File: config.mk
export PLATFORM = sky130hd
export DESIGN_NAME = bist_signature_analyzer
export DESIGN_NICKNAME = d
export VERILOG_FILES = /design/src/rtl/bist_pkg.sv /design/src/rtl/bist_misr.sv /design/src/rtl/bist_signature_analyzer.sv
export SDC_FILE = /design/constraint.sdc
export NUM_CORES = 1
export LEC_CHECK = 0
export ABC_CLOCK_PERIOD_IN_PS = 1770
export CORE_ASPECT_RATIO = 1.1
export CORE_MARGIN = 3
export CORE_UTILIZATION = 40
export DETAILED_ROUTE_END_ITERATION = 10
export PLACE_DENSITY = 0.75
export SLEW_MARGIN = 40
export SYNTH_ARGS = -nofsm -noshare
export SYNTH_HDL_FRONTEND = slang
export SYNTH_SLANG_ARGS = --single-unit
File: constraint.sdc
create_clock -name clk -period 1.77 [get_ports clk]
set_clock_uncertainty 0.2 [all_clocks]
set_input_delay 0.354 -clock clk [delete_from_list [all_inputs] [get_ports clk]]
set_output_delay 0.354 -clock clk [all_outputs]
set_load 0.05 [all_outputs]
File: src/rtl/bist_pkg.sv
// Shared types and the MISR step function for the BIST signature analyzer.
// Optional cycle-count checking in the top is enabled by BIST_CYC_CHECK_EN.
package bist_pkg;

   typedef enum logic [1:0] {
      IDLE    = 2'd0,
      COMPACT = 2'd1,
      COMPARE = 2'd2,
      DONE    = 2'd3
   } bist_state_e;

   localparam int MISR_MAX_W = 64;
   localparam int CNT_W      = 16;

   // Operands are zero-extended to MISR_MAX_W; w selects the live width and its MSB feedback tap.
   function automatic logic [MISR_MAX_W-1:0] misr_next(
      input logic [MISR_MAX_W-1:0] sig,
      input logic [MISR_MAX_W-1:0] din,
      input logic [MISR_MAX_W-1:0] poly,
      input int                    w
   );
      logic [MISR_MAX_W-1:0] mask;
      logic [MISR_MAX_W-1:0] fb;
      if (w >= MISR_MAX_W) begin
         mask = {MISR_MAX_W{1'b1}};
      end else begin
         mask = (64'd1 << w) - 64'd1;
      end
      if (sig[w-1]) begin
         fb = poly;
      end else begin
         fb = {MISR_MAX_W{1'b0}};
      end
      return ((sig << 1) ^ fb ^ din) & mask;
   endfunction

endpackage

File: src/rtl/bist_misr.sv
// Multiple-input signature register: loads SEED on reset/load, steps on enable, else holds.
module bist_misr
   import bist_pkg::*;
#(
   parameter int               WIDTH = 8,
   parameter logic [WIDTH-1:0] POLY  = 8'h1D,
   parameter logic [WIDTH-1:0] SEED  = 8'h00
) (
   input  logic             clk,
   input  logic             reset,
   input  logic             load,
   input  logic             enable,
   input  logic [WIDTH-1:0] din,
   output logic [WIDTH-1:0] sig
);

   logic [WIDTH-1:0]      sig_r;
   logic [WIDTH-1:0]      sig_next_s;
   logic [MISR_MAX_W-1:0] step_s;

   // next MISR value from current contents and the response vector
   always_comb begin
      step_s     = misr_next(MISR_MAX_W'(sig_r), MISR_MAX_W'(din), MISR_MAX_W'(POLY), WIDTH);
      sig_next_s = step_s[WIDTH-1:0];
   end

   // signature register; load wins over enable
   always_ff @(posedge clk) begin
      if (reset) begin
         sig_r <= SEED;
      end else if (load) begin
         sig_r <= SEED;
      end else if (enable) begin
         sig_r <= sig_next_s;
      end else begin
         sig_r <= sig_r;
      end
   end

   assign sig = sig_r;

endmodule

File: src/rtl/bist_signature_analyzer.sv
// BIST response compactor: MISR signature, golden compare, held pass/fail.
// Define BIST_CYC_CHECK_EN to also require exactly EXP_CYC compacted cycles for pass.
module bist_signature_analyzer
   import bist_pkg::*;
#(
   parameter int               WIDTH   = 8,
   parameter logic [WIDTH-1:0] POLY    = 8'h1D,
   parameter logic [WIDTH-1:0] SEED    = 8'h00,
   parameter logic [WIDTH-1:0] GOLDEN  = 8'h00,
   parameter int               EXP_CYC = 16
) (
   input  logic             clk,
   input  logic             reset,
   input  logic             init,
   input  logic             running,
   input  logic             finish,
   input  logic [WIDTH-1:0] resp_in,
   output logic [WIDTH-1:0] signature,
   output logic             sig_valid,
   output logic             pass,
   output logic             busy
);

   if (WIDTH < 2 || WIDTH > MISR_MAX_W || EXP_CYC < 0) begin : g_param_check
      $error("bist_signature_analyzer: unsupported WIDTH/EXP_CYC");
   end

   bist_state_e state_r, state_nx_s;
   logic        misr_en_s, cmp_s;
   logic        busy_nx_s, sig_valid_nx_s, pass_nx_s;
   logic        busy_r, sig_valid_r, pass_r;

   bist_misr #(.WIDTH(WIDTH), .POLY(POLY), .SEED(SEED)) u_misr (
      .clk    (clk),
      .reset  (reset),
      .load   (init),
      .enable (misr_en_s),
      .din    (resp_in),
      .sig    (signature)
   );

`ifdef BIST_CYC_CHECK_EN
   localparam logic [CNT_W-1:0] EXP_CNT = CNT_W'(EXP_CYC);
   logic [CNT_W-1:0] cnt_r;

   // saturating count of compacted cycles
   always_ff @(posedge clk) begin
      if (reset || init) begin
         cnt_r <= 16'h0000;
      end else if (misr_en_s && (cnt_r != 16'hFFFF)) begin
         cnt_r <= cnt_r + 16'h0001;
      end else begin
         cnt_r <= cnt_r;
      end
   end

   assign cmp_s = (signature == GOLDEN) && (cnt_r == EXP_CNT);
`else
   assign cmp_s = (signature == GOLDEN);
`endif

   // state register
   always_ff @(posedge clk) begin
      if (reset) begin
         state_r <= IDLE;
      end else begin
         state_r <= state_nx_s;
      end
   end

   // next state; init overrides everything
   always_comb begin
      state_nx_s = state_r;
      if (init) begin
         state_nx_s = COMPACT;
      end else begin
         case (state_r)
            IDLE:    state_nx_s = IDLE;
            COMPACT: state_nx_s = finish ? COMPARE : COMPACT;
            COMPARE: state_nx_s = DONE;
            DONE:    state_nx_s = DONE;
            default: state_nx_s = IDLE;
         endcase
      end
   end

   // output decode, evaluated on the next state so the flops below present it with no input path
   always_comb begin
      misr_en_s      = (state_r == COMPACT) && running && !init;
      busy_nx_s      = (state_nx_s == COMPACT) || (state_nx_s == COMPARE);
      sig_valid_nx_s = (state_nx_s == DONE);
      if (init) begin
         pass_nx_s = 1'b0;
      end else if (state_r == COMPARE) begin
         pass_nx_s = cmp_s;
      end else begin
         pass_nx_s = pass_r;
      end
   end

   // registered status outputs
   always_ff @(posedge clk) begin
      if (reset) begin
         busy_r      <= 1'b0;
         sig_valid_r <= 1'b0;
         pass_r      <= 1'b0;
      end else begin
         busy_r      <= busy_nx_s;
         sig_valid_r <= sig_valid_nx_s;
         pass_r      <= pass_nx_s;
      end
   end

   assign busy      = busy_r;
   assign sig_valid = sig_valid_r;
   assign pass      = pass_r;

endmodule

==> key figures, run 1 <==
Status
  – Status: completed

Finish
  – Relative area change from synthesis to final layout: 64.14%
  – Net count, final: ~110
  – Fill cell instance count of the final layout: slightly above 90
  – Leading cell type in the layout, fill and taps excluded: sky130_fd_sc_hd__dfxtp_1
  – # diodes: 0
  – Share of post-route cells with drive strength above 1: approximately a quarter
  – Most used cells in the layout excluding fill and tap cells: 13 x sky130_fd_sc_hd__dfxtp_1, 12 x sky130_fd_sc_hd__clkdlybuf4s50_1, 10 x sky130_fd_sc_hd__buf_12
  – Area of all placed cells without fillers: between 900 and 1000 um^2

Yosys
  – Synthesized area: approximately 600 um^2
  – Seq cells post-synth: 13
  – Net Count, Synth: 77
  – Per-instance average area after synthesis: approximately 9.4 um^2
  – Sequential fraction of the synthesis area: between 40% and 50%
  – Post-synth cell types: 22
  – Warnings from Yosys: 0
  – Mapped Cells: 63

Worst setup path
  – Crit start category: flop
  – RR Startpoint: state_r[1]
  – Endpoint required time on the critical path: roughly 1200 ps
  – Critical Path Fanout Max: 7
  – Cell with the largest stage delay on the worst path: sky130_fd_sc_hd__dfxtp_1
  – Data arrival, critical path: about 1100 ps
  – Top delay family on crit path: flip-flops
  – Depth of the worst register-to-register path: 4
  – Critical path cell sequence: buf_12
  – Crit path kind: flop to output port
  – Depth of the critical timing path with buffers and inverters included: 1
  – Slowest stage delay, CP: roughly 570 ps
  – Worst reg2reg path endpoint: u_misr.sig[2]
  – Worst setup slack for register-to-register paths: 380 ps
  – Type of destination of the critical path: output port
  – Buffering stage count on the worst path with inverters included: 1

Place
  – Total of buffers placed on input and output ports: 23
  – Placed wire-length estimate: 1095 um
  – Placed cell area: approximately 950 um^2
  – GP Congestion: approximately 0.75

Timing
  – Worst-Margin Slew: between 400 and 500 ps
  – Minimum period implied by the final worst setup slack: between 1500 and 2000 ps
  – Fmax achieved: around 0.62 GHz
  – Worst slew margin: around 73%
  – Final setup violation count: 0
  – Max-slew violation count: 0
  – Share of the clock period used by the worst path: 90.46%
  – Hold Worst Slack: 320.0 ps
  – Number of failing hold endpoints at the final stage: 0
  – Unrepaired setup endpoints after global routing: false

CTS
  – Resized Gates After CTS: 0
  – Max H-tree Level: 1
  – TritonCTS clock tree: yes
  – CTS Hold Bufs: 0
  – Source-to-sink clock delay at the later pin of the worst-skew pair: around 280 ps
  – Clock buffer count from CTS: 3
  – Postcts setup bufs: 0
  – Maximum count of clock buffers along a single path: 2
  – Clock transition at the registers of the reported paths: 80 ps
  – Root Buffer: sky130_fd_sc_hd__clkbuf_4
  – TritonCTS Sinks: 13

Power
  – IR Drop Worst-Case VDD: 322.6 uV
  – Leakage component of the power: around 0.36 nW
  – Areal power density over the cells: 626.2 nW/um^2

Hold path
  – Hold Path Depth: 2
  – Hold path endpoint: pass
  – Hold wc startpoint: pass
  – Class of the tightest hold or removal check: flop to flop

Floorplanning
  – Total die area: about 2000 um^2
  – Total core area: 1285 um^2
  – Floorplan row count: 13
  – Die Wd: about 43 um
  – Starting Density: 46.15%
  – I/O Pins: 24
  – Y dimension of the die: 46.39 um

Route
  – DRC viols: 0
  – Routed vias: 530
  – Detailed-router iteration count before antenna repair: 4
  – Total wire length: 1354 um
  – DRC marker count from the first detailed-route iteration: 4
  – Avg Vias per Cell: approximately 5.0
  – Number of routed nets with antenna violations: 0
  – Detailed-route wire length per cell: around 13 um

Global route
  – Overall routing resource usage: about 16%
  – Number of antenna violations at the first check in global routing: 0
  – Maximum number of pins on one net before global-route repair: 14
  – Vias in the first global route: ~580
  – Wire length of the first global-routing pass: about 2300 um
  – GRT Residual Overflow: 0

Flow run
  – Count of max-cap constraint violations: 0
## flip-flops by register name, summed over array words and instances, names as in the netlist
signal and flops:
u_misr.sig 8, state_r 2, busy 1, pass 1
sig_valid 1
## Yosys cell counts
cell type	instances	area share (%)
sky130_fd_sc_hd__dfxtp_1	13	44
sky130_fd_sc_hd__nor2_1	8	5.1
sky130_fd_sc_hd__xnor2_1	8	12
sky130_fd_sc_hd__nand2_1	4	2.5
sky130_fd_sc_hd__a211oi_1	3	3.8
sky130_fd_sc_hd__nor2b_1	3	3.2
sky130_fd_sc_hd__o22ai_1	3	3.2
sky130_fd_sc_hd__xor2_1	3	4.4
sky130_fd_sc_hd__a211oi_2	2	4.2
sky130_fd_sc_hd__a21oi_1	2	1.7
sky130_fd_sc_hd__inv_1	2	1.3
sky130_fd_sc_hd__nor4_1	2	2.1
sky130_fd_sc_hd__and4bb_2	1	2.1
sky130_fd_sc_hd__buf_4	1	1.3
sky130_fd_sc_hd__buf_6	1	1.9
sky130_fd_sc_hd__clkbuf_1	1	0.63
sky130_fd_sc_hd__ha_1	1	2.1
sky130_fd_sc_hd__nand4_1	1	1.1
sky130_fd_sc_hd__nor2_2	1	1.1
sky130_fd_sc_hd__o21ai_0	1	0.84
sky130_fd_sc_hd__o21ai_1	1	0.84
sky130_fd_sc_hd__or2_1	1	1.1
## cell type report
cell class / count / area (um^2) / area share (%)
flip-flops and latches: 13 / 260.3 / 26.74
clock buffers: 4 / 26.28 / 2.699
well taps: 15 / 18.77 / 1.928
multi-input cells: 45 / 302.8 / 31.11
inverters: 2 / 7.507 / 0.7712
repair buffers: 27 / 357.8 / 36.76
## power breakdown
group / internal [W] / leakage [nW] / total, W / switching (W)
Combinational: 0.0000636 / 0.240 / 0.000116 / 0.0000521
Sequential: 0.000300 / 0.106 / 0.000309 / 0.00000862
Clock: 0.0000876 / 0.0150 / 0.000185 / 0.0000977
## cell families after synthesis
kind of cell / Yosys count / share of synthesized area [%]
DFF: 13 / 43.88
and+or+nand+nor: 21 / 18.14
adders and majority gates: 1 / 2.109
xor gates and xnor gates: 11 / 16.25
AOI/OAI and AO/OA: 12 / 14.55
buffers and inverters: 5 / 5.063
## per-stage QoR
step           cells  TNS (ps)  setup slack (ps)  total power [W]  util, %
3_3_place_gp     102    -3.913            -3.913        0.0004286    73.71
2_1_floorplan     63         0             221.4        0.0003713        -
5_1_grt          106         0             112.0        0.0006410    75.75
4_1_cts          106         0             166.5        0.0006203    75.75
3_5_place_dp     102    -221.0            -47.95        0.0004321    73.71
6_report         106         0             168.8        0.0006096    75.75
## worst min-delay path, cell delays in order (launching register included)
cell                      delay (ps)
sky130_fd_sc_hd__dfxtp_1         340
sky130_fd_sc_hd__o21ai_0          80
sky130_fd_sc_hd__a21oi_1          60
## layer usage
| layer | GRT usage, % | wire (um) | part of all wire, % | vias up |
|---|---|---|---|---|
| met2 | 30.54 | 702 | 52 | 16 |
| met5 | 0 | 0 | 0 | - |
| met4 | 13.04 | 50 | 3.7 | 0 |
| li1 | - | - | - | 270 |
| met1 | 15.73 | 534 | 39 | 239 |
| met3 | 2.734 | 67 | 4.9 | 5 |
## how the worst max path moves through the flow
stage	startpoint	end	slack, ps
floorplan	u_misr.sig[7]	u_misr.sig[4]	220
global placement	init	busy	-4
detailed placement	init	u_misr.sig[2]	-50
CTS	u_misr.sig[7]	signature[7]	170
global route	u_misr.sig[7]	signature[7]	110
finish	u_misr.sig[7]	signature[7]	170
No activity file was read; power rests on OpenSTA's default activity.
==> inputs of run 2 (changes only) <==
CORE_ASPECT_RATIO = default   (was 1.1)
==> run 2 against run 1 <==
Hold slack better by 7.3 ps; non-clock buffer count down 2; fmax shrank 0.35%; highest routed layer unchanged.
==> key figures, run 2 (synthesized netlist as in run 1, its figures left out) <==
Timing
  – Share of the clock period used by the worst path: 90.78% (was 90.46%)
  – Fmax achieved: 0.6224 GHz (was 0.6245 GHz)
  – Worst slew margin: 72.00% (was 73.00%)
  – Total Negative Setup Slacks: 0 ps (unchanged)
  – Max-slew violation count: 0 (unchanged)
  – Unrepaired setup endpoints after global routing: false (unchanged)
  – Number of failing hold endpoints at the final stage: 0 (unchanged)
  – Worst-Margin Slew: 419.4 ps (was 404.5 ps)
  – Minimum period implied by the final worst setup slack: 1607 ps (was 1601 ps)
  – Worst Setup Slack, final: 163.2 ps (was 168.8 ps)
  – Final setup violation count: 0 (unchanged)

Route
  – Avg Vias per Cell: 5.067 (was 5.000)
  – Total wire length: 1352 um (was 1354 um)
  – Routed vias: 527 (was 530)
  – Detailed-route wire length on metal 1: 561 um (was 534 um)
  – Detailed-route wire length per cell: 13.00 um (was 12.77 um)
  – Detailed-router iteration count before antenna repair: 4 (unchanged)
  – Uppermost signal routing layer after detailed routing: met4 (unchanged)
  – Routed length on met2: 655 um (was 702 um)
  – DRC marker count from the first detailed-route iteration: 19 (was 4)
  – Met3 routed wirelength: 110 um (was 67 um)
  – DRC viols: 0 (unchanged)
  – Number of routed nets with antenna violations: 0 (unchanged)

Global route
  – GRT Residual Overflow: 0 (unchanged)
  – Wire length of the first global-routing pass: 2104 um (was 2277 um)
  – Number of antenna violations at the first check in global routing: 0 (unchanged)
  – Vias in the first global route: 488 (was 576)
  – Maximum number of pins on one net before global-route repair: 15 (was 14)
  – Overall routing resource usage: 14.53% (was 16.25%)

Status
  – Status: completed (unchanged)

Finish
  – Fill cell instance count of the final layout: 101 (was 93)
  – Final Util: 70.99% (was 75.75%)
  – Share of post-route cells with drive strength above 1: 22.47% (was 24.18%)
  – Most used cells in the layout excluding fill and tap cells: 13 x sky130_fd_sc_hd__dfxtp_1, 12 x sky130_fd_sc_hd__clkdlybuf4s50_1, 10 x sky130_fd_sc_hd__buf_12 (unchanged)
  – Relative area change from synthesis to final layout: 61.60% (was 64.14%)
  – Net count, final: 104 (was 106)
  – Post-route insts no fill: 104 (was 106)
  – Leading cell type in the layout, fill and taps excluded: sky130_fd_sc_hd__dfxtp_1 (unchanged)
  – # diodes: 0 (unchanged)
  – Number of flip-flops in the largest register: 8 (unchanged)

Worst setup path
  – Critical path cell sequence: buf_12 (unchanged)
  – Crit start category: flop (unchanged)
  – Cell with the largest stage delay on the worst path: sky130_fd_sc_hd__dfxtp_1 (unchanged)
  – Type of destination of the critical path: output port (unchanged)
  – Worst setup slack for register-to-register paths: 410 ps (was 380 ps)
  – Buffering stage count on the worst path with inverters included: 1 (unchanged)
  – Critical Path Fanout Max: 7 (unchanged)
  – Endpoint required time on the critical path: 1220 ps (about the same)
  – Slowest stage delay, CP: 580 ps (was 570 ps)
  – Data arrival, critical path: 1050 ps (about the same)
  – Crit path kind: flop to output port (unchanged)
  – Top delay family on crit path: flip-flops (unchanged)

Floorplanning
  – Y dimension of the die: 44.51 um (was 46.39 um)
  – Floorplan row count: 13 (unchanged)
  – Starting Density: 43.93% (was 46.15%)
  – Total core area: 1350 um^2 (was 1285 um^2)
  – Total die area: 1981 um^2 (about the same)
  – Die Wd: 44.51 um (was 42.72 um)
  – I/O Pins: 24 (unchanged)

CTS
  – Clock buffer count from CTS: 3 (unchanged)
  – TritonCTS Sinks: 13 (unchanged)
  – Maximum count of clock buffers along a single path: 2 (unchanged)
  – Source-to-sink clock delay at the later pin of the worst-skew pair: 280 ps (about the same)
  – Max H-tree Level: 1 (unchanged)
  – TritonCTS clock tree: yes (unchanged)
  – Resized Gates After CTS: 0 (unchanged)
  – Root Buffer: sky130_fd_sc_hd__clkbuf_4 (unchanged)
  – Clock transition at the registers of the reported paths: 70 ps (was 80 ps)
  – Postcts setup bufs: 0 (unchanged)
  – CTS Hold Bufs: 0 (unchanged)

Place
  – GP Congestion: 0.7859 (was 0.7482)
  – Pre-CTS WS: -30.17 ps (was -47.95 ps)
  – Total of buffers placed on input and output ports: 23 (unchanged)
  – # placed instances: 100 (was 102)
  – Placed wire-length estimate: 984.4 um (was 1095 um)

Power
  – Clk network pwr share: 31.0% (was 30.4%)
  – IR Drop Worst-Case VDD: 332.9 uV (was 322.6 uV)
  – Leakage component of the power: 0.3508 nW (was 0.3609 nW)
  – Psw: 0.0001615 W (was 0.0001584 W)
  – Share of total power consumed by net switching: 26.46% (was 25.99%)
  – Combinational cell fraction of total power: 18.5% (was 19.0%)
  – Internal power summed over all cells: 0.0004488 W (was 0.0004512 W)
  – Part of the total power dissipated in sequential elements: 50.6% (about the same)
  – Power, Total: 0.0006103 W (was 0.0006096 W)
  – Areal power density over the cells: 636.8 nW/um^2 (was 626.2 nW/um^2)

Flow run
  – Count of max-cap constraint violations: 0 (unchanged)

Hold path
  – Class of the tightest hold or removal check: flop to flop (unchanged)
## run 2: cell count changes in the layout (fill, tap and decap cells not counted), sizes merged
cell,delta
buf,-2
## run 2: cell type report
cell class / instances / area, um^2 / share of cell area, %
multi-input cells: 45 / 302.8 / 31.59
clock buffers: 4 / 26.28 / 2.742
flip-flops and latches: 13 / 260.3 / 27.15
well taps: 15 / 18.77 / 1.958
inverters: 2 / 7.507 / 0.7833
repair buffers: 25 / 342.8 / 35.77
## run 2: path summary, 6_finish.rpt
kind	startpoint	endpoint	cells past startpoint
setup / recovery	u_misr.sig[7]	signature[7]	1
hold / removal	pass	pass	2
hold reg to reg	pass	pass	2
setup reg to reg	state_r[1]	u_misr.sig[2]	4
## run 2: power groups by stage
stage               Combinational, W  Sequential [W]  Clock [W]
finish                      0.000113        0.000309   0.000189
global route                0.000121        0.000309   0.000197
CTS                         0.000113        0.000309   0.000189
detailed placement          0.000113        0.000315          0
global placement            0.000111        0.000315          0
floorplan                  0.0000403        0.000331          0
## run 2: routing by layer
metal  up-vias  global-route usage [%]
met3         4                   2.846
met1       228                   16.91
met2        29                   24.07
li1        266                       -
met4         0                   9.036
met5         -                       0
## run 2: metrics by stage
step | hold slack (ps) | instance area, um^2
after floorplan | 225.6 | 593.1
after global placement | 315.4 | 932.1
after detailed placement | 320.4 | 932.1
after CTS | 330.8 | 958.4
after global routing | 371.0 | 958.4
final | 327.3 | 958.4
